`config.mk`:
```
export PLATFORM = sky130hd
export DESIGN_NAME = rst_seq_gen
export DESIGN_NICKNAME = d
export VERILOG_FILES = /design/src/rtl/rst_seq_pkg.sv /design/src/rtl/rst_seq_gen_req_filt.sv /design/src/rtl/rst_seq_gen.sv
export SDC_FILE = /design/constraint.sdc
export NUM_CORES = 1
export LEC_CHECK = 0
export BUFFER_PORTS_ARGS = -buffer_cell sky130_fd_sc_hd__buf_2
export CAP_MARGIN = 20
export CORE_UTILIZATION = 50
export CTS_CLUSTER_DIAMETER = 60
export CTS_CLUSTER_SIZE = 28
export DETAILED_ROUTE_END_ITERATION = 8
export GPL_ROUTABILITY_DRIVEN = 0
export GPL_TIMING_DRIVEN = 1
export PLACE_DENSITY = 0.65
export SYNTH_ARGS = -nofsm -noshare
export SYNTH_HDL_FRONTEND = slang
export SYNTH_HIERARCHICAL = 1
export SYNTH_SLANG_ARGS = --single-unit
```
`constraint.sdc`:
```
create_clock -name clk_100m -period 6.6 [get_ports clk_100m]
set_clock_uncertainty 0.15 [all_clocks]
set_input_delay 0.33 -clock clk_100m [delete_from_list [all_inputs] [get_ports clk_100m]]
set_output_delay 0.33 -clock clk_100m [all_outputs]
set_load 0.02 [all_outputs]
```
`src/rtl/rst_seq_pkg.sv`:
```
// -----------------------------------------------------------------------------
// rst_seq_pkg
// Shared definitions for the staged reset sequencer:
//   - seq_state_t : sequencer states (HOLD, RELEASE, RUN)
//   - CAUSE_*     : encoding of the rst_cause output (RST_SEQ_CAUSE_EN builds)
//   - cnt_width() : width needed for a counter that must reach max_val
// -----------------------------------------------------------------------------
package rst_seq_pkg;

    typedef enum logic [1:0] {
        HOLD    = 2'd0,
        RELEASE = 2'd1,
        RUN     = 2'd2
    } seq_state_t;

    localparam logic [1:0] CAUSE_POR  = 2'b00;
    localparam logic [1:0] CAUSE_EXT  = 2'b01;
    localparam logic [1:0] CAUSE_SW   = 2'b10;
    localparam logic [1:0] CAUSE_BOTH = 2'b11;

    // Bits needed to hold values 0..max_val; never less than one bit.
    function automatic int cnt_width(input int max_val);
        if (max_val < 1) begin
            return 1;
        end
        return $clog2(max_val + 1);
    endfunction

endpackage

```
`src/rtl/rst_seq_gen_req_filt.sv`:
```
// -----------------------------------------------------------------------------
// rst_req_filt
// Two-flop synchroniser plus debounce for the asynchronous, active-low external
// reset request. A request is accepted once the synchronised line has been low
// for FILT consecutive samples; a single high sample drops it again.
//
// Ports:
//   i_clk    : clock
//   i_rst    : asynchronous active-high reset (request is held active out of it)
//   i_req_n  : raw external request, active-low, asynchronous
//   o_req_f  : filtered request, active-high
// -----------------------------------------------------------------------------
module rst_req_filt
    import rst_seq_pkg::*;
#(
    parameter int FILT = 3
) (
    input  logic i_clk,
    input  logic i_rst,
    input  logic i_req_n,
    output logic o_req_f
);

    localparam int             FW       = cnt_width(FILT);
    localparam logic [FW-1:0]  FILT_MAX = FW'(FILT);

    logic          r_sync1;
    logic          r_sync2;
    logic [FW-1:0] r_fcnt;
    logic          r_req_f;
    logic          w_run_ok;
    logic          w_req_f;

    // r_fcnt holds the low samples already seen; together with a low value
    // currently on r_sync2 that makes FILT in a row. Deciding on the current
    // r_sync2 value (rather than one sample later) lets both edges of the
    // synchronised request take effect in the cycle they appear on sync2.
    assign w_run_ok = (r_fcnt >= (FILT_MAX - 1'b1));
    assign w_req_f  = ~r_sync2 & (r_req_f | w_run_ok);
    assign o_req_f  = w_req_f;

    always_ff @(posedge i_clk or posedge i_rst) begin
        if (i_rst) begin
            r_sync1 <= 1'b0;
            r_sync2 <= 1'b0;
            r_fcnt  <= '0;
            r_req_f <= 1'b1;
        end else begin
            r_sync1 <= i_req_n;
            r_sync2 <= r_sync1;
            r_req_f <= w_req_f;
            if (r_sync2) begin
                r_fcnt <= '0;
            end else if (r_fcnt != FILT_MAX) begin
                r_fcnt <= r_fcnt + 1'b1;
            end
        end
    end

endmodule

```
`src/rtl/rst_seq_gen.sv`:
```
// -----------------------------------------------------------------------------
// rst_seq_gen
// Staged reset sequencer and clock-enable divider. All channel resets assert
// together on any request; release is staged channel 0 first, STRETCH quiet
// cycles after the request ends, then one channel every GAP cycles.
// A free-running divider produces a one-cycle enable every DIV cycles.
//
// Optional feature (macro RST_SEQ_CAUSE_EN): adds rst_cause[1:0], the cause of
// the most recent HOLD entry (00 power-on, 01 external, 10 software, 11 both).
//
// Ports:
//   clk_100m  : sole clock
//   rst       : asynchronous active-high reset
//   rst_req_n : asynchronous external reset request, active-low
//   sw_rst    : synchronous software reset request, active-high
//   rst_ch_n  : registered per-channel resets, active-low
//   seq_busy  : high while any channel is held in reset
//   ce_div    : one-cycle enable every DIV cycles
//   rst_cause : (RST_SEQ_CAUSE_EN only) cause of the last HOLD entry
// -----------------------------------------------------------------------------
module rst_seq_gen
    import rst_seq_pkg::*;
#(
    parameter int NUM_CH  = 2,
    parameter int STRETCH = 16,
    parameter int GAP     = 4,
    parameter int FILT    = 3,
    parameter int DIV     = 2
) (
    input  logic              clk_100m,
    input  logic              rst,
    input  logic              rst_req_n,
    input  logic              sw_rst,
    output logic [NUM_CH-1:0] rst_ch_n,
    output logic              seq_busy,
    output logic              ce_div
`ifdef RST_SEQ_CAUSE_EN
    ,
    output logic [1:0]        rst_cause
`endif
);

    localparam int            CW           = cnt_width((STRETCH > GAP) ? STRETCH : GAP);
    localparam int            IW           = cnt_width(NUM_CH - 1);
    localparam int            DW           = cnt_width(DIV - 1);
    localparam logic [CW-1:0] STRETCH_LAST = CW'(STRETCH - 1);
    localparam logic [CW-1:0] GAP_LAST     = CW'(GAP - 1);
    localparam logic [IW-1:0] IDX_LAST     = IW'(NUM_CH - 1);
    localparam logic [DW-1:0] DIV_LAST     = DW'(DIV - 1);

    seq_state_t        r_state, w_state;
    logic [CW-1:0]     r_cnt, w_cnt;
    logic [IW-1:0]     r_idx, w_idx;
    logic [NUM_CH-1:0] r_rst_ch_n, w_rst_ch_n;
    logic              r_seq_busy, w_seq_busy;
    logic [DW-1:0]     r_div_cnt;
    logic              r_ce_div;
    logic              w_req_f;
    logic              w_req;

    function automatic logic [CW-1:0] sat_inc(input logic [CW-1:0] v);
        return (v == '1) ? v : v + 1'b1;
    endfunction

    rst_req_filt #(
        .FILT (FILT)
    ) u_filt (
        .i_clk   (clk_100m),
        .i_rst   (rst),
        .i_req_n (rst_req_n),
        .o_req_f (w_req_f)
    );

    // External and software requests merge into one; both at once is one action.
    assign w_req = w_req_f | sw_rst;

    always_ff @(posedge clk_100m or posedge rst) begin
        if (rst) begin
            r_state    <= HOLD;
            r_cnt      <= '0;
            r_idx      <= '0;
            r_rst_ch_n <= '0;
            r_seq_busy <= 1'b1;
        end else begin
            r_state    <= w_state;
            r_cnt      <= w_cnt;
            r_idx      <= w_idx;
            r_rst_ch_n <= w_rst_ch_n;
            r_seq_busy <= w_seq_busy;
        end
    end

    always_comb begin
        w_state    = r_state;
        w_cnt      = r_cnt;
        w_idx      = r_idx;
        w_rst_ch_n = r_rst_ch_n;
        w_seq_busy = r_seq_busy;
        case (r_state)
            HOLD: begin
                w_rst_ch_n = '0;
                w_seq_busy = 1'b1;
                if (w_req) begin
                    w_cnt = '0;
                end else if (r_cnt == STRETCH_LAST) begin
                    w_cnt         = '0;
                    w_idx         = '0;
                    w_rst_ch_n[0] = 1'b1;
                    if (NUM_CH == 1) begin
                        w_state    = RUN;
                        w_seq_busy = 1'b0;
                    end else begin
                        w_state = RELEASE;
                    end
                end else begin
                    w_cnt = sat_inc(r_cnt);
                end
            end
            RELEASE: begin
                if (w_req) begin
                    w_state    = HOLD;
                    w_rst_ch_n = '0;
                    w_seq_busy = 1'b1;
                    w_cnt      = '0;
                    w_idx      = '0;
                end else if (r_cnt == GAP_LAST) begin
                    w_cnt = '0;
                    w_idx = r_idx + 1'b1;
                    // Earlier channels keep their released value; only the
                    // newly indexed one is raised.
                    for (int c = 0; c < NUM_CH; c++) begin
                        if (c == int'(w_idx)) begin
                            w_rst_ch_n[c] = 1'b1;
                        end
                    end
                    if (w_idx == IDX_LAST) begin
                        w_state    = RUN;
                        w_seq_busy = 1'b0;
                    end
                end else begin
                    w_cnt = sat_inc(r_cnt);
                end
            end
            RUN: begin
                w_rst_ch_n = '1;
                w_seq_busy = 1'b0;
                if (w_req) begin
                    w_state    = HOLD;
                    w_rst_ch_n = '0;
                    w_seq_busy = 1'b1;
                    w_cnt      = '0;
                    w_idx      = '0;
                end
            end
            default: begin
                w_state    = HOLD;
                w_rst_ch_n = '0;
                w_seq_busy = 1'b1;
                w_cnt      = '0;
                w_idx      = '0;
            end
        endcase
    end

    // Free-running divider; ce_div is registered off the terminal count.
    always_ff @(posedge clk_100m or posedge rst) begin
        if (rst) begin
            r_div_cnt <= '0;
            r_ce_div  <= 1'b0;
        end else begin
            r_ce_div  <= (r_div_cnt == DIV_LAST);
            r_div_cnt <= (r_div_cnt == DIV_LAST) ? '0 : r_div_cnt + 1'b1;
        end
    end

    assign rst_ch_n = r_rst_ch_n;
    assign seq_busy = r_seq_busy;
    assign ce_div   = r_ce_div;

`ifdef RST_SEQ_CAUSE_EN
    logic [1:0] r_cause;
    logic       w_hold_entry;

    // Staying in HOLD under a request is not an entry; only leaving
    // RELEASE/RUN for HOLD records a cause.
    assign w_hold_entry = (r_state != HOLD) && w_req;

    always_ff @(posedge clk_100m or posedge rst) begin
        if (rst) begin
            r_cause <= CAUSE_POR;
        end else if (w_hold_entry) begin
            r_cause <= sw_rst ? (w_req_f ? CAUSE_BOTH : CAUSE_SW) : CAUSE_EXT;
        end
    end

    assign rst_cause = r_cause;
`endif

endmodule

```
==> impl_metrics.env, run 1 <==
export IMPL_outcome="completed"
export IMPL_max_freq_ghz=0.4408
export IMPL_synthArstFlopShare_pct=100.0
export IMPL_startpoint_type="flip-flop"
export IMPL_dieHeight_um=46.52
export IMPL_synth_seq_cells=18
export IMPL_htreeDepth=1
export IMPL_post_cts_setup_buffers=0
export IMPL_ys_seq_area_share_pct=45.71
export IMPL_dr_pass1_iters=4
export IMPL_synthTopCellsByArea="dfrtp_1 40%, ha_1 10%, dfstp_2 5.3%"
export IMPL_reg2reg_from="u_filt/r_fcnt[0]"
export IMPL_die_width_um=46.52
export IMPL_grt_antenna_before_repair=0
export IMPL_clock_sinks=18
export IMPL_synthFlopType="dfrtp_1"
export IMPL_grt_overflow_total=0
export IMPL_initial_core_util_pct=55.58
export IMPL_ir_drop_uv=240.5
export IMPL_synth_warnings=6
export IMPL_postSynthAreaPerCell_um2=10.54
export IMPL_rsz0062_at_grt="no"
export IMPL_synth_area_um2=991.0
export IMPL_io_buffers=7
export IMPL_crit_type="flip-flop to flip-flop"
export IMPL_rows=15
export IMPL_finalSetupViolations=0
export IMPL_cts_buffer_depth=2
export IMPL_r2r_cells=8
export IMPL_synth_top_area_share_pct=40.40
export IMPL_placed_cells=124
export IMPL_hold_viol=0
export IMPL_cts_resized=0
export IMPL_slew_violations=0
export IMPL_core_area_um2=1783
export IMPL_yosys_area_top_type="dfrtp_1"
export IMPL_slowest_delay_ps=390
export IMPL_clk_pin_slew_ps=110
export IMPL_layout_min_cycle_time_ps=2269
export IMPL_slowest_stage="dfrtp_1"
export IMPL_via_count=707
export IMPL_wl_per_cell_um=12.88
export IMPL_antenna_cells=0
export IMPL_slew_headroom_pct=57.82
export IMPL_required_ps=6630
export IMPL_grt_max_degree=14
export IMPL_grt_pass1_vias=626
export IMPL_dieArea_um2=2164
export IMPL_grtUsageTotal_pct=16.98
export IMPL_area_growth_pct=10.86
export IMPL_drt_wl_total_mm=1.674
export IMPL_r2r_end="r_state[0]"
export IMPL_crit_arrival_ps=2300
export IMPL_syn_nets=106
export IMPL_critical_path_max_fanout=6
export IMPL_finalNonFillerCells=130
export IMPL_total_power_uw=423.3
export IMPL_reg2reg_setup_slack_ps=4330
export IMPL_hold_buffers=2
export IMPL_worst_slew_pin_slew_ps=631.3
export IMPL_final_antenna_net_count=0
export IMPL_fin_setup_tns_ps=0
export IMPL_fill_cells=150
export IMPL_ys_types=34
export IMPL_hp_class="input pin to flip-flop"
export IMPL_drc=0
export IMPL_layout_drive_gt1_share_pct=19.05
export IMPL_hp_start="sw_rst"
export IMPL_synth_cells=94
export IMPL_layout_nets=118
export IMPL_clk_latency_ps=280
export IMPL_cts_root_buf="clkbuf_4"
export IMPL_fin_crit_sh_pct=34.38
export IMPL_hpwl_mm=1.250
export IMPL_p_leak_uw=0.0005253
export IMPL_min_delay_worst_endpoint="seq_busy"
export IMPL_hold_path_cell_count=3
export IMPL_dr_first_iter_drc_count=16
export IMPL_final_core_util_pct=61.61
export IMPL_grt_pass1_wl_mm=2.553
export IMPL_maxCapViolations=0
export IMPL_routed_via_density=5.438
export IMPL_endpoint_kind="flip-flop"
export IMPL_synth_edf_count=0
export IMPL_p_per_area_nw_per_um2=385.3
export IMPL_ios=8
export IMPL_cts_buffers=3
export IMPL_cts_tree="done"
export IMPL_path_cells="inv_1, ha_1, nor3_1, nor2_1, or2_1, o31ai_4, o211ai_2, mux2_4"
[per-layer routing]
metal  part of all wire, %  vias up  track usage (%)
met5                     0        -                0
met4                   1.3        0            5.882
met3                   2.6        2            3.922
met2                    48        8            28.33
met1                    48      344            21.23
li1                      -      353                -
[placed cells by master (no fill, tap or decap), types with 2 or more instances in the layout]
cell type,n
buf_2,7
mux2i_1,3
nand3_1,3
nor3_1,2
nor2_1,10
ha_1,8
clkbuf_4,3
dfstp_2,2
dlygate4sd3_1,2
nor3b_1,4
or2_1,2
inv_1,8
o21ai_0,4
nand2_1,5
a21oi_1,4
a31oi_1,3
dfrtp_1,16
[cells by family (layout without fill, tap and decap cells)]
kind of cell             count (synthesis)  count (layout)  synth area share [%]
buffers and inverters                   10              21                 4.545
multiplexers                             5               5                 5.681
adder cells (fa/ha/maj)                  8               8                 10.10
AO/OA/AOI/OAI                           20              20                 15.53
XOR/XNOR                                 2               2                 1.768
AND/OR/NAND/NOR                         31              31                 16.67
flip-flops                              18              18                 45.71
[through the flow]
step	worst slack (ps)	instance area, µm²	hold WS, ps
2_1_floorplan	4394	991.0	-42.21
3_3_place_gp	4376	1042	86.56
3_5_place_dp	4324	1042	90.07
4_1_cts	4312	1099	142.8
5_1_grt	4179	1099	167.3
6_report	4331	1099	149.9
[critical path: cells and delay by family (launching register included)]
kind | cells | cell delay [ps]
flops | 1 | 390
fa+ha+maj | 1 | 190
compound gates | 2 | 480
simple gates | 3 | 600
mux | 1 | 310
buf+inv | 1 | 60
[flip-flops by register name (all words and copies together) (netlist names)]
name            cells
ce_div              1
r_cnt               5
r_div_cnt           1
r_idx               1
r_state             2
rst_ch_n            2
seq_busy            1
u_filt/r_fcnt       2
u_filt/r_req_f      1
u_filt/r_sync1      1
u_filt/r_sync2      1
[cell usage after synthesis (2+ instances only)]
master,number
nor3b_1,4
nand2_1,5
nand3_1,3
a31oi_1,3
inv_1,8
nor2_1,10
o21ai_0,4
dfstp_2,2
or2_1,2
a21oi_1,4
nor3_1,2
ha_1,8
mux2i_1,3
dfrtp_1,16
[area by class of cell]
class / count / area [µm²] / area share, %
Multi-Input combinational cell: 66 / 493.0 / 44.87
Sequential cell: 18 / 452.9 / 41.23
Timing Repair Buffer: 9 / 55.05 / 5.011
Clock buffer: 4 / 36.28 / 3.303
Tap cell: 25 / 31.28 / 2.847
Inverter: 8 / 30.03 / 2.733
[worst max path at each step]
stage / from / endpoint / cells after the start
finish: u_filt/r_fcnt[0] / r_state[0] / 8
global route: u_filt/r_fcnt[0] / r_state[0] / 8
CTS: u_filt/r_fcnt[0] / r_state[0] / 8
detailed placement: u_filt/r_fcnt[0] / r_state[0] / 8
global placement: u_filt/r_fcnt[0] / r_state[0] / 8
floorplan: u_filt/r_fcnt[0] / r_state[0] / 9
[power by group]
| part | internal, µW | switching, µW | leakage (µW) |
|---|---|---|---|
| logic | 86.5 | 109 | 0.000277 |
| registers | 141 | 22.1 | 0.000228 |
| clock network | 33.5 | 31.6 | 0.0000210 |
Note: power is estimated with default switching activity, not from simulation.
==> run 2: changes to the inputs <==
clock period = 2.1 ns   (was 6.6 ns; I/O delays follow)
==> run 2 against run 1 <==
Effect of this change:
- non-clock buffer count increased by 12
- cell count increased by 9.2%
- final area increased by 9.6%
- power increased to 3.4 times the previous value
- core utilization increased by 5.9 points
- register-to-register slack got worse by 4200 ps
- highest routed layer is now met3
==> impl_metrics.env, run 2 (synthesis results as in run 1) <==
export IMPL_area_growth_pct=21.46
export IMPL_wl_met2_um=936
export IMPL_clk_latency_ps=290
export IMPL_grt_antenna_before_repair=0
export IMPL_ir_drop_uv=547.8
export IMPL_finalSetupViolations=0
export IMPL_drc=0
export IMPL_dieHeight_um=46.52
export IMPL_power_frac_comb_pct=49.3
export IMPL_clock_sinks=18
export IMPL_wl_met3_um=67
export IMPL_cts_tree="done"
export IMPL_crit_type="flip-flop to flip-flop"
export IMPL_final_antenna_net_count=0
export IMPL_grt_pass1_wl_mm=3.139
export IMPL_regMostFlops="r_cnt"
export IMPL_cts_buffer_depth=2
export IMPL_hold_viol=0
export IMPL_hold_worst_slack_ps=114.3
export IMPL_dr_first_iter_drc_count=5
export IMPL_htreeDepth=1
export IMPL_initial_core_util_pct=55.58
export IMPL_via_count=752
export IMPL_maxCapViolations=0
export IMPL_endpoint_kind="flip-flop"
export IMPL_grt_pass1_vias=756
export IMPL_rows=15
export IMPL_io_buffers=7
export IMPL_clk_pin_slew_ps=110
export IMPL_final_common_cell="dfrtp_1"
export IMPL_crit_arrival_ps=2030
export IMPL_layout_nets=130
export IMPL_p_leak_uw=0.0005870
export IMPL_worst_slew_pin_slew_ps=506.7
export IMPL_hp_class="input pin to asynchronous set/reset pin"
export IMPL_die_width_um=46.52
export IMPL_wl_met1_um=794
export IMPL_fin_setup_tns_ps=0
export IMPL_reg2reg_setup_slack_ps=110
export IMPL_wl_per_cell_um=12.67
export IMPL_core_area_um2=1783
export IMPL_highest_signal_layer="met3"
export IMPL_p_int_uw=887.2
export IMPL_pre_cts_ws_ps=49.11
export IMPL_clockPowerShare_pct=14.8
export IMPL_outcome="completed"
export IMPL_switching_power_uw=534.2
export IMPL_p_per_area_nw_per_um2=1181
export IMPL_switching_share_pct=37.58
export IMPL_fin_crit_sh_pct=94.73
export IMPL_drt_wl_total_mm=1.799
export IMPL_max_freq_ghz=0.5027
export IMPL_hpwl_mm=1.434
export IMPL_layout_min_cycle_time_ps=1989
export IMPL_critical_path_max_fanout=5
export IMPL_routed_via_density=5.296
export IMPL_final_core_util_pct=67.51
export IMPL_final_cell_mix="16 x dfrtp_1, 11 x buf_4, 9 x nor2_1"
export IMPL_grtUsageTotal_pct=20.80
export IMPL_layout_drive_gt1_share_pct=29.91
export IMPL_worst_slack_ps=110.6
export IMPL_slew_headroom_pct=66.18
export IMPL_slew_violations=0
export IMPL_dieArea_um2=2164
export IMPL_startpoint_type="flip-flop"
export IMPL_grt_max_degree=14
export IMPL_ios=8
export IMPL_antenna_cells=0
export IMPL_cts_root_buf="clkbuf_4"
export IMPL_cts_buffers=3
export IMPL_total_power_uw=1421
export IMPL_largest_register_ff_count=5
export IMPL_grt_overflow_total=0
export IMPL_power_frac_seq_pct=35.8
export IMPL_required_ps=2140
export IMPL_dr_pass1_iters=4
==> run 2: worst paths after layout <==
| kind | end | cells after the start | startpoint |
|---|---|---|---|
| max in group asynchronous | seq_busy | 3 | rst |
| setup / recovery | r_state[0] | 7 | u_filt/r_fcnt[1] |
| hold / removal | u_filt/r_sync1 | 3 | rst |
| setup reg to reg | r_state[0] | 7 | u_filt/r_fcnt[1] |
| hold reg to reg | u_filt/r_sync2 | 0 | u_filt/r_sync1 |
| min in group clk_100m | u_filt/r_sync2 | 0 | u_filt/r_sync1 |
==> run 2: stage by stage <==
stage / instances / instance area [µm²]
2_1_floorplan: 94 / 1008
3_3_place_gp: 134 / 1125
3_5_place_dp: 134 / 1125
4_1_cts: 141 / 1191
5_1_grt: 142 / 1204
6_report: 142 / 1204
==> run 2: power groups by stage <==
stage / sequential [µW] / clock, µW / combinational, µW
3_3_place_gp: 512 / 0 / 669
2_1_floorplan: 540 / 0 / 467
6_report: 509 / 211 / 701
4_1_cts: 512 / 218 / 692
3_5_place_dp: 519 / 0 / 683
5_1_grt: 523 / 233 / 779
==> run 2: area by class of cell <==
class	count	area, µm²
fill	143	579.3
multi-input combinational	66	505.5
sequential	18	452.9
timing repair buffer	21	147.6
clock buffer	4	36.28
tap	25	31.28
inverter	8	30.03
==> run 2: repair_timing <==
item,CTS,global route
hold buffers,3,0
hold endpoints to repair,19,0
endpoints found under the setup margin,0,2
resized for setup,0,2
buffers inserted,0,1
==> run 2: metal layers <==
| metal | vias to the layer above | track usage [%] |
|---|---|---|
| li1 | 374 | - |
| met1 | 360 | 25.86 |
| met2 | 18 | 36.67 |
| met3 | 0 | 3.529 |
| met4 | 0 | 5.294 |
| met5 | - | 0 |
==> run 2: worst max-delay path, cell delays in order (launching register included) <==
cell	delay, ps
dfrtp_1	430
ha_2	190
nor3_2	120
nor2_2	80
or2_4	260
o31ai_4	240
o211ai_2	120
mux2_4	300
